### src/rtl/ad7771_dout_reader_mc_if.sv
// rtl/ad7771_dout_reader_mc_if.sv - published frame bus of the AD7771 multi-lane DOUT reader
// The reader drives it through the master modport; downstream filtering logic consumes it through slave.
interface ad7771_dout_reader_mc_if #(
  parameter int NUM_CH = 8,
  parameter int DATA_W = 24,
  parameter int HDR_W  = 8
);
  logic [NUM_CH*DATA_W-1:0] data_o;
  logic [NUM_CH*HDR_W-1:0]  header_o;
  logic                     valid_o;
  logic                     frame_err_o;
  logic [15:0]              err_cnt_o;

  modport master (
    output data_o,
    output header_o,
    output valid_o,
    output frame_err_o,
    output err_cnt_o
  );

  modport slave (
    input data_o,
    input header_o,
    input valid_o,
    input frame_err_o,
    input err_cnt_o
  );
endinterface

### src/rtl/ad7771_dout_reader_mc.sv
// rtl/ad7771_dout_reader_mc.sv - multi-lane AD7771 DOUT frame capture, publishes all channels atomically
// Optional build macro AD7771_HDR_CHECK_EN rejects frames whose headers carry a wrong channel id or ADC error flag.
module ad7771_dout_reader_mc #(
  parameter int NUM_CH      = 8,
  parameter int NUM_LANES   = 1,
  parameter int DATA_W      = 24,
  parameter int HDR_W       = 8,
  parameter int SYNC_STAGES = 2
) (
  input  logic                 clk_i,
  input  logic                 reset_ni,
  input  logic                 drdy,
  input  logic                 dclk,
  input  logic [NUM_LANES-1:0] din,
  ad7771_dout_reader_mc_if.master bus
);

  localparam int SLOT_W      = HDR_W + DATA_W;
  localparam int CH_PER_LANE = NUM_CH / NUM_LANES;
  localparam int FRAME_BITS  = CH_PER_LANE * SLOT_W;
  localparam int CNT_W       = $clog2(FRAME_BITS);
  localparam logic [CNT_W-1:0] LAST_BIT = CNT_W'(FRAME_BITS - 1);

  typedef enum logic [1:0] {
    IDLE    = 2'd0,
    SHIFT   = 2'd1,
    PUBLISH = 2'd2
  } state_t;

  logic [SYNC_STAGES-1:0]                drdy_sync;
  logic [SYNC_STAGES-1:0]                dclk_sync;
  logic [SYNC_STAGES-1:0][NUM_LANES-1:0] din_sync;
  logic                                  drdy_hist;
  logic                                  dclk_hist;
  logic                                  drdy_fall;
  logic                                  dclk_fall;
  logic [NUM_LANES-1:0]                  din_s;

  state_t                                state;
  logic [CNT_W-1:0]                      bit_cnt;
  logic [NUM_LANES-1:0][FRAME_BITS-1:0]  lane_sr;

  logic [NUM_CH*DATA_W-1:0]              data_r;
  logic [NUM_CH*HDR_W-1:0]               header_r;
  logic                                  valid_r;
  logic                                  frame_err_r;
  logic [15:0]                           err_cnt_r;

  logic [NUM_CH*DATA_W-1:0]              pub_data;
  logic [NUM_CH*HDR_W-1:0]               pub_hdr;
  logic                                  hdr_bad;
  logic [SLOT_W-1:0]                     slot;

  always_ff @(posedge clk_i or negedge reset_ni) begin
    if (!reset_ni) begin
      drdy_sync <= '0;
      dclk_sync <= '0;
      din_sync  <= '0;
      drdy_hist <= 1'b0;
      dclk_hist <= 1'b0;
    end else begin
      drdy_sync <= {drdy_sync[SYNC_STAGES-2:0], drdy};
      dclk_sync <= {dclk_sync[SYNC_STAGES-2:0], dclk};
      din_sync  <= {din_sync[SYNC_STAGES-2:0], din};
      drdy_hist <= drdy_sync[SYNC_STAGES-1];
      dclk_hist <= dclk_sync[SYNC_STAGES-1];
    end
  end

  // din shares the dclk pipeline depth, so din_s is the level present at the physical DCLK fall
  assign drdy_fall = drdy_hist & ~drdy_sync[SYNC_STAGES-1];
  assign dclk_fall = dclk_hist & ~dclk_sync[SYNC_STAGES-1];
  assign din_s     = din_sync[SYNC_STAGES-1];

  // First bit shifted in ends at the MSB, so slot 0 of each lane sits at the top of its register
  always_comb begin
    pub_data = '0;
    pub_hdr  = '0;
    hdr_bad  = 1'b0;
    slot     = '0;
    for (int l = 0; l < NUM_LANES; l++) begin
      for (int j = 0; j < CH_PER_LANE; j++) begin
        slot = lane_sr[l][(CH_PER_LANE-1-j)*SLOT_W +: SLOT_W];
        pub_hdr[(l*CH_PER_LANE+j)*HDR_W +: HDR_W]    = slot[SLOT_W-1 -: HDR_W];
        pub_data[(l*CH_PER_LANE+j)*DATA_W +: DATA_W] = slot[DATA_W-1:0];
`ifdef AD7771_HDR_CHECK_EN
        if (slot[DATA_W+7] || (slot[DATA_W+6 -: 3] != 3'(l*CH_PER_LANE+j)))
          hdr_bad = 1'b1;
`endif
      end
    end
  end

  always_ff @(posedge clk_i or negedge reset_ni) begin
    if (!reset_ni) begin
      state       <= IDLE;
      bit_cnt     <= '0;
      lane_sr     <= '0;
      data_r      <= '0;
      header_r    <= '0;
      valid_r     <= 1'b0;
      frame_err_r <= 1'b0;
      err_cnt_r   <= '0;
    end else begin
      valid_r     <= 1'b0;
      frame_err_r <= 1'b0;
      case (state)
        IDLE: begin
          if (drdy_fall) begin
            bit_cnt <= '0;
            lane_sr <= '0;
            state   <= SHIFT;
          end
        end
        SHIFT: begin
          // A new /DRDY mid-frame wins over any DCLK fall in the same cycle
          if (drdy_fall) begin
            frame_err_r <= 1'b1;
            if (err_cnt_r != 16'hFFFF)
              err_cnt_r <= err_cnt_r + 16'd1;
            bit_cnt <= '0;
            lane_sr <= '0;
          end else if (dclk_fall) begin
            for (int l = 0; l < NUM_LANES; l++)
              lane_sr[l] <= {lane_sr[l][FRAME_BITS-2:0], din_s[l]};
            bit_cnt <= bit_cnt + 1'b1;
            if (bit_cnt == LAST_BIT)
              state <= PUBLISH;
          end
        end
        PUBLISH: begin
          if (!hdr_bad) begin
            data_r   <= pub_data;
            header_r <= pub_hdr;
            valid_r  <= 1'b1;
          end else begin
            frame_err_r <= 1'b1;
            if (err_cnt_r != 16'hFFFF)
              err_cnt_r <= err_cnt_r + 16'd1;
          end
          // Publish still completes; a /DRDY seen here starts the next frame directly
          if (drdy_fall) begin
            bit_cnt <= '0;
            lane_sr <= '0;
            state   <= SHIFT;
          end else begin
            state <= IDLE;
          end
        end
        default: state <= IDLE;
      endcase
    end
  end

  assign bus.data_o      = data_r;
  assign bus.header_o    = header_r;
  assign bus.valid_o     = valid_r;
  assign bus.frame_err_o = frame_err_r;
  assign bus.err_cnt_o   = err_cnt_r;

endmodule
### src/flat_wrapper.sv
// flat-port wrapper written by rule: the top's interface ports become plain ports
module ad7771_dout_reader_mc_flat 
#(
  parameter int NUM_CH      = 8,
  parameter int NUM_LANES   = 1,
  parameter int DATA_W      = 24,
  parameter int HDR_W       = 8,
  parameter int SYNC_STAGES = 2
)
  (clk_i, reset_ni, drdy, dclk, din, bus_data_o, bus_header_o, bus_valid_o, bus_frame_err_o, bus_err_cnt_o);
  ad7771_dout_reader_mc_if #(.NUM_CH(NUM_CH), .DATA_W(DATA_W), .HDR_W(HDR_W)) bus_i ();
  input  logic clk_i;
  input  logic reset_ni;
  input  logic drdy;
  input  logic dclk;
  input  logic [NUM_LANES-1:0] din;
  output wire logic [$bits(bus_i.data_o)-1:0] bus_data_o;
  output wire logic [$bits(bus_i.header_o)-1:0] bus_header_o;
  output wire logic [$bits(bus_i.valid_o)-1:0] bus_valid_o;
  output wire logic [$bits(bus_i.frame_err_o)-1:0] bus_frame_err_o;
  output wire logic [$bits(bus_i.err_cnt_o)-1:0] bus_err_cnt_o;
  assign bus_data_o = bus_i.data_o;
  assign bus_header_o = bus_i.header_o;
  assign bus_valid_o = bus_i.valid_o;
  assign bus_frame_err_o = bus_i.frame_err_o;
  assign bus_err_cnt_o = bus_i.err_cnt_o;
  ad7771_dout_reader_mc #(.NUM_CH(NUM_CH), .NUM_LANES(NUM_LANES), .DATA_W(DATA_W), .HDR_W(HDR_W), .SYNC_STAGES(SYNC_STAGES)) u_core (.clk_i(clk_i), .reset_ni(reset_ni), .drdy(drdy), .dclk(dclk), .din(din), .bus(bus_i));
endmodule
### config.mk
export PLATFORM = sky130hd
export DESIGN_NAME = ad7771_dout_reader_mc_flat
export DESIGN_NICKNAME = d
export VERILOG_FILES = /design/src/rtl/ad7771_dout_reader_mc_if.sv /design/src/rtl/ad7771_dout_reader_mc.sv /design/src/flat_wrapper.sv
export SDC_FILE = /design/constraint.sdc
export NUM_CORES = 1
export LEC_CHECK = 0
export BUFFER_PORTS_ARGS = -buffer_cell sky130_fd_sc_hd__buf_2
export CAP_MARGIN = 20
export CORE_UTILIZATION = 47
export DETAILED_ROUTE_END_ITERATION = 8
export PLACE_DENSITY = 0.65
export SYNTH_ARGS = -nofsm -noshare
export SYNTH_HDL_FRONTEND = slang
export SYNTH_SLANG_ARGS = --single-unit
### constraint.sdc
create_clock -name clk_i -period 4.93 [get_ports clk_i]
set_clock_uncertainty 0.05 [all_clocks]
set_input_delay 0 -clock clk_i [delete_from_list [all_inputs] [get_ports clk_i]]
set_output_delay 0 -clock clk_i [all_outputs]
set_load 0.01 [all_outputs]
==> impl_metrics.prom, run 1 <==
# TYPE chip_impl_metric gauge
chip_impl_info{name="run_status",value="finished clean"} 1
chip_impl_metric{name="num_io_pins",unit=""} 279
chip_impl_metric{name="first_global_vias",unit=""} 15433
chip_impl_metric{name="routed_via_density",unit=""} 5.036
chip_impl_metric{name="synth-async-reset-ratio",unit=""} 1.000
chip_impl_metric{name="placed_cell_area",unit="mm^2"} 0.02289
chip_impl_info{name="rr_startpoint",value="u_core.state[0]$_DFFE_PN0P_"} 1
chip_impl_metric{name="clk_latency_worst_skew_pair",unit="ns"} 0.60
chip_impl_metric{name="timing.critical_path.slowest_cell_delay",unit="ns"} 1.00
chip_impl_info{name="worst_path_dominant_cell_family",value="buffers and inverters"} 1
chip_impl_metric{name="final_setup_vio_count",unit=""} 0
chip_impl_metric{name="vias",unit=""} 16031
chip_impl_metric{name="syn_inst",unit=""} 2335
chip_impl_info{name="min-delay-start",value="drdy"} 1
chip_impl_info{name="rsz0062_at_grt",value="no"} 1
chip_impl_metric{name="critPathMaxFanout",unit=""} 184
chip_impl_metric{name="yosysTopAreaCellShare",unit=""} 0.6505
chip_impl_metric{name="clkTransAtPathRegs",unit="ns"} 0.06
chip_impl_metric{name="minimum_setup_slack_after_placement",unit="ns"} 1.880
chip_impl_metric{name="critical_path_required",unit="ns"} 5.41
chip_impl_info{name="worstHoldPathType",value="in -> reg"} 1
chip_impl_info{name="cp_slowest_cell",value="sky130_fd_sc_hd__inv_8"} 1
chip_impl_info{name="cts_root_buf",value="sky130_fd_sc_hd__clkbuf_16"} 1
chip_impl_metric{name="area_of_combinational_cells_with_multiple_inputs",unit="mm^2"} 0.006787
chip_impl_metric{name="slew-limit-headroom",unit=""} 0.2532
chip_impl_metric{name="cts_resized",unit=""} 0
chip_impl_metric{name="edff_count_synth",unit=""} 0
chip_impl_metric{name="drc",unit=""} 0
chip_impl_metric{name="seqCellArea",unit="mm^2"} 0.01371
chip_impl_metric{name="die-area",unit="mm^2"} 0.04570
chip_impl_metric{name="floorplan.die.width",unit="um"} 213.8
chip_impl_metric{name="layout_min_cycle_time",unit="ns"} 3.043
chip_impl_info{name="synth_top_cells_by_area",value="sky130_fd_sc_hd__dfrtp_1 (65%), sky130_fd_sc_hd__nand2_1 (23%), sky130_fd_sc_hd__nand3_1 (6.3%)"} 1
chip_impl_metric{name="finish.net_count",unit=""} 2555
chip_impl_metric{name="initial_utilization",unit=""} 0.4767
chip_impl_metric{name="antenna_found_initial",unit=""} 0
chip_impl_metric{name="global_route.usage.total",unit=""} 0.2174
chip_impl_info{name="synth_top_family_by_area",value="simple AND/OR/NAND/NOR gates"} 1
chip_impl_info{name="crit_start",value="u_core.state[0]$_DFFE_PN0P_"} 1
chip_impl_metric{name="max_slew.worst_pin.slew",unit="ns"} 1.120
chip_impl_metric{name="timing.fmax",unit="MHz"} 328.6
chip_impl_metric{name="slew_viol_final",unit=""} 0
chip_impl_metric{name="count_of_unique_library_cells_instantiated_by_yosys",unit=""} 37
chip_impl_metric{name="multiplexer_share_of_the_synthesized_area",unit=""} 0.0005342
chip_impl_metric{name="global_route_met3_utilization",unit=""} 0.05697
chip_impl_metric{name="synth.avg_cell_area",unit="um^2"} 9.028
chip_impl_metric{name="post_synthesis_compound_gate_area_fraction",unit=""} 0.004867
chip_impl_metric{name="core_area",unit="mm^2"} 0.04422
chip_impl_metric{name="yosysWarningCount",unit=""} 0
chip_impl_metric{name="critical_path_arrival",unit="ns"} 3.52
chip_impl_metric{name="use_met2",unit=""} 0.3318
chip_impl_metric{name="powerDensity",unit="mW/mm^2"} 376.6
chip_impl_metric{name="power",unit="W"} 0.009344
chip_impl_metric{name="fillCellCount",unit=""} 3987
chip_impl_metric{name="postLayoutSetupSlackWorst",unit="ns"} 1.887
chip_impl_metric{name="longest_clk_path_bufs",unit=""} 3
chip_impl_info{name="post-synth-top-count-cell",value="sky130_fd_sc_hd__nand2_1"} 1
chip_impl_metric{name="post_synth_fa_ha_maj_area_fraction",unit=""} 0.001187
chip_impl_info{name="critPathKind",value="reg -> reg"} 1
chip_impl_metric{name="gpl.final_weighted_congestion",unit=""} 0.7920
chip_impl_metric{name="numCtsBuffers",unit=""} 55
chip_impl_metric{name="fp-row-count",unit=""} 77
chip_impl_metric{name="synth_simple_gate_area_share",unit=""} 0.3079
chip_impl_info{name="worstSetupEndpointType",value="flip-flop"} 1
chip_impl_metric{name="final.setup.tns",unit="ns"} 0
chip_impl_metric{name="global_route.usage.met1",unit=""} 0.3086
chip_impl_metric{name="portBuffers",unit=""} 278
chip_impl_metric{name="ys_seq_elements",unit=""} 548
chip_impl_info{name="worstPathCellList",value="nand2b_4 > inv_8 > buf_12 > nand2_1 > nand2_1"} 1
chip_impl_metric{name="post_layout_nonfiller_instances",unit=""} 3183
chip_impl_metric{name="power.static_leakage",unit="nW"} 14.74
chip_impl_info{name="cpMostUsedCell",value="sky130_fd_sc_hd__nand2_1"} 1
chip_impl_metric{name="layout-drive-gt1-share",unit=""} 0.1497
chip_impl_metric{name="peakVddDrop",unit="V"} 0.0002678
chip_impl_metric{name="final.period_utilization",unit=""} 0.6173
chip_impl_metric{name="total_congestion_overflow_after_global_routing",unit=""} 0
chip_impl_info{name="yosys-top-cells-count",value="sky130_fd_sc_hd__nand2_1 (1292), sky130_fd_sc_hd__dfrtp_1 (548), sky130_fd_sc_hd__nand3_1 (264), sky130_fd_sc_hd__clkbuf_1 (102), sky130_fd_sc_hd__buf_2 (27)"} 1
chip_impl_metric{name="global_route_wire_length_before_repair",unit="um"} 80330
chip_impl_info{name="synthFlopType",value="sky130_fd_sc_hd__dfrtp_1"} 1
chip_impl_metric{name="fin_area",unit="mm^2"} 0.02481
chip_impl_metric{name="syn_std_cell_area",unit="mm^2"} 0.02108
chip_impl_metric{name="critical_path_buf_inv_count",unit=""} 2
chip_impl_metric{name="largest_net_degree_at_the_start_of_global_routing",unit=""} 185
chip_impl_metric{name="clock_tree.htree_level_count",unit=""} 2
chip_impl_info{name="tritoncts",value="done"} 1
chip_impl_metric{name="wl_per_cell",unit="um"} 15.43
chip_impl_metric{name="die_h",unit="um"} 213.8
chip_impl_metric{name="ys_seq_area_frac",unit=""} 0.6505
chip_impl_metric{name="final_hold_viol_count",unit=""} 0
chip_impl_metric{name="number_of_iterations_in_the_first_detailed_routing_pass",unit=""} 4
chip_impl_metric{name="yosys.area_share.xor_xnor",unit=""} 0.006232
chip_impl_metric{name="syn2layout_area_growth",unit="%"} 17.69
chip_impl_info{name="grt_most_used_layer",value="met2"} 1
chip_impl_metric{name="mappedNetlistNets",unit=""} 2342
chip_impl_metric{name="n_antenna_cell",unit=""} 0
chip_impl_metric{name="drt.antenna.violating_nets",unit=""} 0
chip_impl_metric{name="max_cap_violations",unit=""} 0
chip_impl_metric{name="detail_route.iter0.violations",unit=""} 1425
chip_impl_metric{name="dpl.hpwl",unit="um"} 28630
chip_impl_metric{name="number_of_cells_after_detailed_placement",unit=""} 3078
chip_impl_metric{name="clock_sinks",unit=""} 548
chip_impl_info{name="yosys.area.top_type",value="sky130_fd_sc_hd__dfrtp_1"} 1
chip_impl_info{name="setup.worst_path.start_class",value="flip-flop"} 1
chip_impl_metric{name="wl",unit="um"} 49130
flip-flops by register name, summed over array words and instances (netlist names), 2 cells and up:
name and count:
u_core.bus.err_cnt_o 16, u_core.drdy_sync 2, u_core.bus.header_o 64, u_core.lane_sr 256, u_core.dclk_sync 2, u_core.bus.data_o 192
u_core.bit_cnt 8, u_core.state 2
timing repair:
action | CTS | global route
setup buffers | 0 | 0
hold endpoints to repair | 118 | 0
hold buffers | 5 | 0
logic make-up after synthesis:
family | count (synthesis)
AOI/OAI and AO/OA | 16
muxes | 1
buffers and inverters | 149
xor gates and xnor gates | 15
DFF | 548
and+or+nand+nor | 1604
adders and majority gates | 2
placed cells by master (no fill, tap or decap), types with 4 or more instances in the layout:
| cell | instances |
|---|---|
| sky130_fd_sc_hd__nand2_1 | 1292 |
| sky130_fd_sc_hd__and4_1 | 7 |
| sky130_fd_sc_hd__nand3_1 | 264 |
| sky130_fd_sc_hd__buf_2 | 277 |
| sky130_fd_sc_hd__dfrtp_1 | 548 |
| sky130_fd_sc_hd__o21ai_0 | 4 |
| sky130_fd_sc_hd__nand4_1 | 6 |
| sky130_fd_sc_hd__xor2_1 | 7 |
| sky130_fd_sc_hd__nor2_1 | 5 |
| sky130_fd_sc_hd__xnor2_1 | 8 |
| sky130_fd_sc_hd__buf_4 | 12 |
| sky130_fd_sc_hd__dlygate4sd3_1 | 5 |
| sky130_fd_sc_hd__clkbuf_1 | 16 |
| sky130_fd_sc_hd__clkbuf_16 | 55 |
| sky130_fd_sc_hd__buf_12 | 7 |
| sky130_fd_sc_hd__nor3_1 | 4 |
| sky130_fd_sc_hd__nor4_1 | 4 |
| sky130_fd_sc_hd__clkbuf_8 | 20 |
| sky130_fd_sc_hd__bufinv_16 | 4 |
| sky130_fd_sc_hd__and3_1 | 5 |
metal layers:
metal  share of wire  vias up
met2            0.46      343
met5               0        -
met3           0.064       64
met1            0.45     7883
met4           0.018        0
li1                -     7741
path summary, 6_finish.rpt:
check                                                           to  cells past startpoint  slack [ns]
worst max register to register  u_core.bus.data_o[160]$_DFFE_PN0N_                      5        1.89
worst min register to register              u_core.din_s$_DFF_PN0_                      0        0.30
max in group asynchronous          u_core.lane_sr[242]$_DFFE_PN0P_                      3        3.42
worst min-delay path                 u_core.drdy_sync[0]$_DFF_PN0_                      2        0.04
worst max-delay path            u_core.bus.data_o[160]$_DFFE_PN0N_                      5        1.89
min in group asynchronous       u_core.bus.data_o[158]$_DFFE_PN0N_                      2        0.07
power breakdown:
group / switching [W] / internal [W]
clock network: 0.00172 / 0.00256
registers: 0.0000508 / 0.00454
logic: 0.000392 / 0.0000852
total: 0.00216 / 0.00719
area by class of cell:
class                      instances  area share
sequential                       548      0.5528
multi-input combinational       1638      0.2736
clock buffer                      91     0.06899
timing repair buffer             302     0.06778
tap                              592     0.02986
clock inverter                     9    0.006304
inverter                           3   0.0007565
through the flow:
stage | hold slack [ns] | util
2_1_floorplan | -0.3456 | -
3_3_place_gp | 0.05997 | 0.5176
3_5_place_dp | 0.05983 | 0.5176
4_1_cts | 0.004983 | 0.5610
5_1_grt | 0.03557 | 0.5610
6_report | 0.04057 | 0.5610
No activity file was read; power rests on OpenSTA's default activity.
==> run 2: changes to the inputs <==
--- a/config.mk
+++ b/config.mk
@@ -5,6 +5,7 @@
 export SDC_FILE = /design/constraint.sdc
 export NUM_CORES = 1
 export LEC_CHECK = 0
+export ABC_AREA = 1
 export BUFFER_PORTS_ARGS = -buffer_cell sky130_fd_sc_hd__buf_2
 export CAP_MARGIN = 20
 export CORE_UTILIZATION = 47
==> constraint.sdc (replaced) <==
create_clock -name clk_i -period 2.9 [get_ports clk_i]
set_clock_uncertainty 0.05 [all_clocks]
set_input_delay 0 -clock clk_i [delete_from_list [all_inputs] [get_ports clk_i]]
set_output_delay 0 -clock clk_i [all_outputs]
set_load 0.01 [all_outputs]
==> impl_metrics.prom, run 2 <==
# TYPE chip_impl_metric gauge
chip_impl_info{name="run_status",value="finished clean"} 1
chip_impl_metric{name="largest_net_degree_at_the_start_of_global_routing",unit=""} 141
chip_impl_metric{name="cts_resized",unit=""} 0
chip_impl_info{name="final_cell_mix",value="sky130_fd_sc_hd__dfrtp_1 (548), sky130_fd_sc_hd__nand2_1 (353), sky130_fd_sc_hd__inv_1 (282)"} 1
chip_impl_metric{name="layout_min_cycle_time",unit="ns"} 2.014
chip_impl_info{name="min-delay-start",value="u_core.drdy_sync[0]$_DFF_PN0_"} 1
chip_impl_info{name="cp_slowest_cell",value="sky130_fd_sc_hd__inv_8"} 1
chip_impl_metric{name="core_area",unit="mm^2"} 0.04213
chip_impl_metric{name="wl_per_cell",unit="um"} 15.95
chip_impl_metric{name="reg2regPathDepth",unit=""} 6
chip_impl_metric{name="yosysWarningCount",unit=""} 0
chip_impl_metric{name="powerDensity",unit="mW/mm^2"} 681.6
chip_impl_metric{name="global_route_wire_length_before_repair",unit="um"} 71820
chip_impl_metric{name="syn_inst",unit=""} 1893
chip_impl_metric{name="dpl.hpwl",unit="um"} 27470
chip_impl_info{name="critPathKind",value="reg -> reg"} 1
chip_impl_info{name="worstPathCellList",value="inv_1 > nor2_1 > inv_8 > buf_4 > nand2_1 > o21ai_0"} 1
chip_impl_info{name="post-synth-top-count-cell",value="sky130_fd_sc_hd__dfrtp_1"} 1
chip_impl_metric{name="layout-drive-gt1-share",unit=""} 0.1882
chip_impl_metric{name="first_global_vias",unit=""} 13738
chip_impl_metric{name="critical_path_arrival",unit="ns"} 2.45
chip_impl_info{name="layout_commonest_cell",value="sky130_fd_sc_hd__dfrtp_1"} 1
chip_impl_metric{name="clkTransAtPathRegs",unit="ns"} 0.06
chip_impl_metric{name="syn_std_cell_area",unit="mm^2"} 0.02015
chip_impl_metric{name="synth.avg_cell_area",unit="um^2"} 10.64
chip_impl_metric{name="power.share.clock",unit=""} 0.468
chip_impl_metric{name="global_route.usage.total",unit=""} 0.2019
chip_impl_info{name="cts_root_buf",value="sky130_fd_sc_hd__clkbuf_16"} 1
chip_impl_info{name="top_register",value="u_core.lane_sr"} 1
chip_impl_metric{name="post-cts-setup-buffers",unit=""} 0
chip_impl_metric{name="internal-power",unit="W"} 0.01270
chip_impl_info{name="worstSetupEndpointType",value="flip-flop"} 1
chip_impl_metric{name="synth-async-reset-ratio",unit=""} 1.000
chip_impl_metric{name="mappedNetlistNets",unit=""} 1900
chip_impl_metric{name="total_congestion_overflow_after_global_routing",unit=""} 0
chip_impl_metric{name="die_h",unit="um"} 209.0
chip_impl_metric{name="number_of_iterations_in_the_first_detailed_routing_pass",unit=""} 6
chip_impl_metric{name="power.static_leakage",unit="nW"} 11.77
chip_impl_metric{name="largest_reg_flops",unit=""} 256
chip_impl_info{name="crit_start",value="u_core.state[1]$_DFFE_PN0P_"} 1
chip_impl_metric{name="numCtsBuffers",unit=""} 55
chip_impl_metric{name="critPathMaxFanout",unit=""} 128
chip_impl_metric{name="slew_viol_final",unit=""} 0
chip_impl_metric{name="fp-row-count",unit=""} 75
chip_impl_info{name="worst_path_dominant_cell_family",value="buffers and inverters"} 1
chip_impl_metric{name="drc",unit=""} 0
chip_impl_info{name="synth_top_cells_by_area",value="sky130_fd_sc_hd__dfrtp_1 (68%), sky130_fd_sc_hd__o22ai_1 (7.9%), sky130_fd_sc_hd__o21ai_0 (6.6%)"} 1
chip_impl_metric{name="netSwitchingFraction",unit=""} 0.2255
chip_impl_metric{name="finish.net_count",unit=""} 2155
chip_impl_metric{name="clk_latency_worst_skew_pair",unit="ns"} 0.59
chip_impl_info{name="rsz0062_at_grt",value="no"} 1
chip_impl_metric{name="num_io_pins",unit=""} 279
chip_impl_metric{name="initial_utilization",unit=""} 0.4781
chip_impl_info{name="reg2reg_end",value="u_core.bus.data_o[51]$_DFFE_PN0N_"} 1
chip_impl_metric{name="reg2reg_setup_slack",unit="ns"} 0.89
chip_impl_metric{name="max_slew.worst_pin.slew",unit="ns"} 0.7480
chip_impl_metric{name="ys_seq_area_frac",unit=""} 0.6807
chip_impl_metric{name="n_antenna_cell",unit=""} 0
chip_impl_metric{name="floorplan.die.width",unit="um"} 209.0
chip_impl_metric{name="yosysTopAreaCellShare",unit=""} 0.6807
chip_impl_info{name="cp-endpoint",value="u_core.bus.data_o[51]$_DFFE_PN0N_"} 1
chip_impl_metric{name="path_depth",unit=""} 6
chip_impl_metric{name="ys_seq_elements",unit=""} 548
chip_impl_info{name="rr_startpoint",value="u_core.state[1]$_DFFE_PN0P_"} 1
chip_impl_info{name="yosys.area.top_type",value="sky130_fd_sc_hd__dfrtp_1"} 1
chip_impl_metric{name="final_core_utilization",unit=""} 0.5711
chip_impl_metric{name="drt.antenna.violating_nets",unit=""} 0
chip_impl_metric{name="clock_sinks",unit=""} 548
chip_impl_metric{name="max_cap_violations",unit=""} 0
chip_impl_info{name="synthFlopType",value="sky130_fd_sc_hd__dfrtp_1"} 1
chip_impl_metric{name="die-area",unit="mm^2"} 0.04370
chip_impl_metric{name="edff_count_synth",unit=""} 0
chip_impl_metric{name="critical_path_required",unit="ns"} 3.34
chip_impl_metric{name="clock_tree.htree_level_count",unit=""} 2
chip_impl_metric{name="vias",unit=""} 14059
chip_impl_metric{name="power.switching",unit="W"} 0.003699
chip_impl_metric{name="share_comb_of_total_power",unit=""} 0.059
chip_impl_metric{name="fin_area",unit="mm^2"} 0.02406
chip_impl_metric{name="final.setup.tns",unit="ns"} 0
chip_impl_info{name="setup.worst_path.start_class",value="flip-flop"} 1
chip_impl_metric{name="count_of_unique_library_cells_instantiated_by_yosys",unit=""} 25
chip_impl_metric{name="syn2layout_area_growth",unit="%"} 19.45
chip_impl_metric{name="timing.fmax",unit="MHz"} 496.5
chip_impl_metric{name="final.period_utilization",unit=""} 0.6945
chip_impl_metric{name="wl",unit="um"} 43600
chip_impl_info{name="yosys-top-cells-count",value="sky130_fd_sc_hd__dfrtp_1 (548), sky130_fd_sc_hd__nand2_1 (353), sky130_fd_sc_hd__inv_1 (282), sky130_fd_sc_hd__o21ai_0 (267), sky130_fd_sc_hd__o22ai_1 (255)"} 1
chip_impl_metric{name="cts_hold_buf",unit=""} 9
chip_impl_metric{name="placed_cell_area",unit="mm^2"} 0.02195
chip_impl_metric{name="slew-limit-headroom",unit=""} 0.5014
chip_impl_metric{name="power",unit="W"} 0.01640
chip_impl_metric{name="peakVddDrop",unit="V"} 0.0007222
chip_impl_metric{name="final_setup_vio_count",unit=""} 0
chip_impl_info{name="tritoncts",value="done"} 1
chip_impl_metric{name="longest_clk_path_bufs",unit=""} 3
chip_impl_metric{name="antenna_found_initial",unit=""} 0
chip_impl_metric{name="share_seq_of_total_power",unit=""} 0.474
chip_impl_metric{name="gpl.final_weighted_congestion",unit=""} 0.7938
chip_impl_metric{name="portBuffers",unit=""} 278
chip_impl_info{name="worstHoldPathType",value="reg -> reg"} 1
chip_impl_metric{name="final_hold_viol_count",unit=""} 0
chip_impl_metric{name="routed_via_density",unit=""} 5.144
chip_impl_metric{name="timing.critical_path.slowest_cell_delay",unit="ns"} 0.48
chip_impl_metric{name="detail_route.iter0.violations",unit=""} 972
chip_impl_metric{name="critical_path_buf_inv_count",unit=""} 3
-- run 2: changes by cell type in the layout (fill, tap and decap cells not counted), moves of 5 or more --
cell / change
sky130_fd_sc_hd__inv_1: +280
sky130_fd_sc_hd__o21ai_0: +263
sky130_fd_sc_hd__clkbuf_1: -11
sky130_fd_sc_hd__buf_12: +10
sky130_fd_sc_hd__and4_1: -7
sky130_fd_sc_hd__nor2_1: +17
sky130_fd_sc_hd__nand2_1: -939
sky130_fd_sc_hd__clkinv_2: +10
sky130_fd_sc_hd__and3_1: -5
sky130_fd_sc_hd__o22ai_1: +254
sky130_fd_sc_hd__nand3_1: -248
-- run 2: worst min-delay path by stage --
stage / cells past startpoint / to
4_1_cts: 0 / u_core.drdy_sync[1]$_DFF_PN0_
5_1_grt: 0 / u_core.drdy_sync[1]$_DFF_PN0_
3_3_place_gp: 1 / u_core.lane_sr[176]$_DFFE_PN0P_
3_5_place_dp: 1 / u_core.lane_sr[176]$_DFFE_PN0P_
6_report: 0 / u_core.drdy_sync[1]$_DFF_PN0_
2_1_floorplan: 0 / u_core.bit_cnt[0]$_DFFE_PN0P_
-- run 2: cells by family after synthesis --
| logic type | count (synthesis) | share of synthesized area |
|---|---|---|
| DFF | 548 | 0.6807 |
| AOI/OAI and AO/OA | 527 | 0.1469 |
| and+or+nand+nor | 408 | 0.07956 |
| buffers and inverters | 400 | 0.08801 |
| xor gates and xnor gates | 7 | 0.003043 |
| adders and majority gates | 2 | 0.001242 |
| muxes | 1 | 0.0004969 |
-- run 2: layout make-up --
cell class              count  area (um^2)
fillers                  3524        18070
flip-flops and latches    548        13710
multi-input cells         945         4673
repair buffers            313         1899
clock buffers              80         1693
inverters                 285         1085
well taps                 539        674.4
clock inverters            23        325.3
-- run 2: through the flow --
stage,setup slack [ns],hold slack [ns],std cells
after floorplan,1.301,-0.3456,1893
after global placement,0.9798,0.02829,2621
after global routing,0.6622,0.3139,2733
final,0.8861,0.2959,2733
after CTS,0.8781,0.2994,2733
after detailed placement,0.9287,0.02327,2621
-- run 2: metal layers --
metal	up-vias	part of all wire	global-route usage
li1	6734	-	-
met5	-	0	0
met1	6907	0.46	0.2838
met4	0	0.027	0.07480
met2	344	0.46	0.3151
met3	74	0.049	0.03697
-- run 2: power by group through the flow --
stage	Clock, W	Combinational, W	Sequential, W
2_1_floorplan	0	0.000664	0.00791
3_3_place_gp	0	0.000934	0.00791
3_5_place_dp	0	0.000954	0.00791
4_1_cts	0.00784	0.000966	0.00777
5_1_grt	0.00812	0.00106	0.00778
6_report	0.00767	0.000961	0.00777
==> run 3: changes to the inputs <==
--- a/config.mk
+++ b/config.mk
@@ -10,7 +10,7 @@
 export CAP_MARGIN = 20
 export CORE_UTILIZATION = 47
 export DETAILED_ROUTE_END_ITERATION = 8
-export PLACE_DENSITY = 0.65
+export PLACE_DENSITY = 0.68
 export SYNTH_ARGS = -nofsm -noshare
 export SYNTH_HDL_FRONTEND = slang
 export SYNTH_SLANG_ARGS = --single-unit
==> constraint.sdc (replaced) <==
create_clock -name clk_i -period 1.7 [get_ports clk_i]
set_clock_uncertainty 0.05 [all_clocks]
set_input_delay 0 -clock clk_i [delete_from_list [all_inputs] [get_ports clk_i]]
set_output_delay 0 -clock clk_i [all_outputs]
set_load 0.01 [all_outputs]
==> impl_metrics.prom, run 3 (same netlist as run 2, synthesis figures left out) <==
# TYPE chip_impl_metric gauge
chip_impl_info{name="worstSetupEndpointType",value="flip-flop"} 1
chip_impl_metric{name="wl_per_cell",unit="um"} 16.93
chip_impl_metric{name="internal-power",unit="W"} 0.02138
chip_impl_metric{name="largest_reg_flops",unit=""} 256
chip_impl_metric{name="dpl.hpwl",unit="um"} 28850
chip_impl_info{name="setup.worst_path.start_class",value="flip-flop"} 1
chip_impl_metric{name="n_antenna_cell",unit=""} 0
chip_impl_metric{name="core_area",unit="mm^2"} 0.04213
chip_impl_info{name="worstPathCellList",value="nand2_4 > inv_1 > nor2_4 > nand2_8 > clkbuf_16 > o22ai_1"} 1
chip_impl_metric{name="die-area",unit="mm^2"} 0.04370
chip_impl_metric{name="global_route_met3_utilization",unit=""} 0.05500
chip_impl_metric{name="power.static_leakage",unit="nW"} 12.10
chip_impl_metric{name="critical_path_buf_inv_count",unit=""} 2
chip_impl_info{name="worstHoldPathType",value="in -> async"} 1
chip_impl_metric{name="power.switching",unit="W"} 0.006484
chip_impl_metric{name="initial_utilization",unit=""} 0.4781
chip_impl_metric{name="power.share.clock",unit=""} 0.440
chip_impl_metric{name="drc",unit=""} 0
chip_impl_metric{name="global_route_wire_length_before_repair",unit="um"} 72450
chip_impl_metric{name="gpl.final_weighted_congestion",unit=""} 0.8182
chip_impl_metric{name="slew_viol_final",unit=""} 0
chip_impl_metric{name="clock_sinks",unit=""} 548
chip_impl_metric{name="final_hold_viol_count",unit=""} 0
chip_impl_metric{name="max_cap_violations",unit=""} 0
chip_impl_metric{name="timing.critical_path.slowest_cell_delay",unit="ns"} 0.40
chip_impl_metric{name="global_route.usage.total",unit=""} 0.2043
chip_impl_metric{name="use_met2",unit=""} 0.3072
chip_impl_metric{name="largest_net_degree_at_the_start_of_global_routing",unit=""} 96
chip_impl_metric{name="fp-row-count",unit=""} 75
chip_impl_metric{name="antenna_found_initial",unit=""} 0
chip_impl_metric{name="peakVddDrop",unit="V"} 0.0009182
chip_impl_metric{name="num_io_pins",unit=""} 279
chip_impl_metric{name="floorplan.die.width",unit="um"} 209.0
chip_impl_metric{name="slew-limit-headroom",unit=""} 0.7414
chip_impl_metric{name="die_h",unit="um"} 209.0
chip_impl_info{name="cp_slowest_cell",value="sky130_fd_sc_hd__dfrtp_1"} 1
chip_impl_metric{name="layout-drive-gt1-share",unit=""} 0.2060
chip_impl_info{name="layout_commonest_cell",value="sky130_fd_sc_hd__dfrtp_1"} 1
chip_impl_metric{name="timing.fmax",unit="MHz"} 617.6
chip_impl_metric{name="clock_tree.htree_level_count",unit=""} 2
chip_impl_metric{name="clk_latency_worst_skew_pair",unit="ns"} 0.59
chip_impl_metric{name="layout_min_cycle_time",unit="ns"} 1.619
chip_impl_metric{name="portBuffers",unit=""} 278
chip_impl_metric{name="critPathMaxFanout",unit=""} 21
chip_impl_metric{name="final.period_utilization",unit=""} 0.9524
chip_impl_metric{name="share_comb_of_total_power",unit=""} 0.085
chip_impl_metric{name="detail_route.iter0.violations",unit=""} 1038
chip_impl_metric{name="routed_via_density",unit=""} 5.204
chip_impl_metric{name="final_setup_vio_count",unit=""} 0
chip_impl_metric{name="clkTransAtPathRegs",unit="ns"} 0.06
chip_impl_info{name="grt_most_used_layer",value="met2"} 1
chip_impl_metric{name="numCtsBuffers",unit=""} 55
chip_impl_metric{name="longest_clk_path_bufs",unit=""} 3
chip_impl_metric{name="netSwitchingFraction",unit=""} 0.2327
chip_impl_metric{name="max_slew.worst_pin.slew",unit="ns"} 0.3878
chip_impl_metric{name="drt.antenna.violating_nets",unit=""} 0
chip_impl_info{name="critPathKind",value="reg -> reg"} 1
chip_impl_metric{name="finalHoldWorstSlack",unit="ns"} 0.07793
chip_impl_metric{name="number_of_iterations_in_the_first_detailed_routing_pass",unit=""} 5
chip_impl_info{name="cts_root_buf",value="sky130_fd_sc_hd__clkbuf_16"} 1
chip_impl_metric{name="syn2layout_area_growth",unit="%"} 22.64
chip_impl_metric{name="finish.net_count",unit=""} 2200
chip_impl_metric{name="powerDensity",unit="mW/mm^2"} 1128
chip_impl_metric{name="global_route.usage.met1",unit=""} 0.2950
chip_impl_metric{name="first_global_vias",unit=""} 13795
chip_impl_info{name="tritoncts",value="done"} 1
chip_impl_info{name="final_cell_mix",value="sky130_fd_sc_hd__dfrtp_1 (547), sky130_fd_sc_hd__nand2_1 (352), sky130_fd_sc_hd__inv_1 (281)"} 1
chip_impl_metric{name="vias",unit=""} 14425
chip_impl_metric{name="total_congestion_overflow_after_global_routing",unit=""} 0
chip_impl_metric{name="critical_path_required",unit="ns"} 2.15
chip_impl_info{name="run_status",value="finished clean"} 1
chip_impl_info{name="worst_path_dominant_cell_family",value="simple AND/OR/NAND/NOR gates"} 1
chip_impl_metric{name="wl",unit="um"} 46940
chip_impl_metric{name="share_seq_of_total_power",unit=""} 0.476
chip_impl_metric{name="critical_path_arrival",unit="ns"} 2.07
chip_impl_info{name="top_register",value="u_core.lane_sr"} 1
chip_impl_metric{name="final_core_utilization",unit=""} 0.5864
-- run 3: cell count changes in the layout (fill, tap and decap cells not counted), moves of 2 or more --
| cell | change |
|---|---|
| sky130_fd_sc_hd__clkbuf_1 | +2 |
| sky130_fd_sc_hd__buf_16 | +9 |
| sky130_fd_sc_hd__buf_6 | +6 |
| sky130_fd_sc_hd__nor2_4 | +2 |
| sky130_fd_sc_hd__nand3_1 | -2 |
| sky130_fd_sc_hd__bufinv_16 | -3 |
| sky130_fd_sc_hd__dlygate4sd3_1 | -2 |
| sky130_fd_sc_hd__nor2_1 | -2 |
| sky130_fd_sc_hd__clkbuf_16 | +11 |
| sky130_fd_sc_hd__nand2_4 | +4 |
| sky130_fd_sc_hd__buf_4 | +17 |
| sky130_fd_sc_hd__nand3_2 | +2 |
| sky130_fd_sc_hd__clkinv_2 | +2 |
| sky130_fd_sc_hd__clkbuf_8 | -6 |
-- run 3: layout make-up --
type,count,area [um^2]
multi-input cells,947,4743
fillers,3548,17430
inverters,285,1090
well taps,539,674.4
flip-flops and latches,548,13710
clock buffers,76,1618
clock inverters,21,235.2
repair buffers,356,2633
-- run 3: power by group through the flow --
stage / Clock (W) / Sequential, W / Combinational (W)
floorplan: 0 / 0.0135 / 0.00113
global placement: 0 / 0.0135 / 0.00182
global route: 0.0131 / 0.0133 / 0.00257
finish: 0.0123 / 0.0133 / 0.00236
CTS: 0.0125 / 0.0132 / 0.00190
detailed placement: 0 / 0.0135 / 0.00187
-- run 3: final timing paths --
check | to | start | slack, ns | cells after the start
hold reg to reg | u_core.drdy_sync[1]$_DFF_PN0_ | u_core.drdy_sync[0]$_DFF_PN0_ | 0.30 | 0
setup reg to reg | u_core.lane_sr[9]$_DFFE_PN0P_ | u_core.drdy_hist$_DFF_PN0_ | 0.08 | 6
setup / recovery | u_core.lane_sr[9]$_DFFE_PN0P_ | u_core.drdy_hist$_DFF_PN0_ | 0.08 | 6
hold / removal | u_core.lane_sr[139]$_DFFE_PN0P_ | reset_ni | 0.08 | 3
min in group clk_i | u_core.drdy_sync[1]$_DFF_PN0_ | u_core.drdy_sync[0]$_DFF_PN0_ | 0.30 | 0
max in group asynchronous | u_core.bus.err_cnt_o[5]$_DFFE_PN0P_ | reset_ni | 1.07 | 4
-- run 3: layer usage --
metal / vias up / part of all wire
li1: 6833 / -
met1: 7108 / 0.45
met2: 420 / 0.46
met3: 64 / 0.075
met4: 0 / 0.019
met5: - / 0
-- run 3: timing repair --
| action | 4_1_cts | 5_1_grt |
|---|---|---|
| pin swaps | 0 | 2 |
| hold buffers | 8 | 0 |
| setup buffers | 0 | 1 |
| cloned | 0 | 13 |
| hold endpoints to repair | 551 | 0 |
| endpoints found under the setup margin | 22 | 206 |
| gates resized for setup | 1 | 30 |
-- run 3: worst min-delay path, delay by kind of cell --
family,cells,cell delay [ns]
buffers and inverters,3,1.05
-- run 3: metrics by stage --
step	worst slack (ns)	cell area [um^2]	TNS (ns)	std cells	power [W]
6_report	0.08087	24710	0	2772	0.02787
5_1_grt	-0.01189	24710	-0.07249	2772	0.02891
4_1_cts	0.02383	24250	0	2758	0.02768
3_5_place_dp	0.008621	22310	0	2653	0.01534
3_3_place_gp	0.08241	22310	0	2653	0.01529
2_1_floorplan	0.1011	20150	0	1893	0.01463
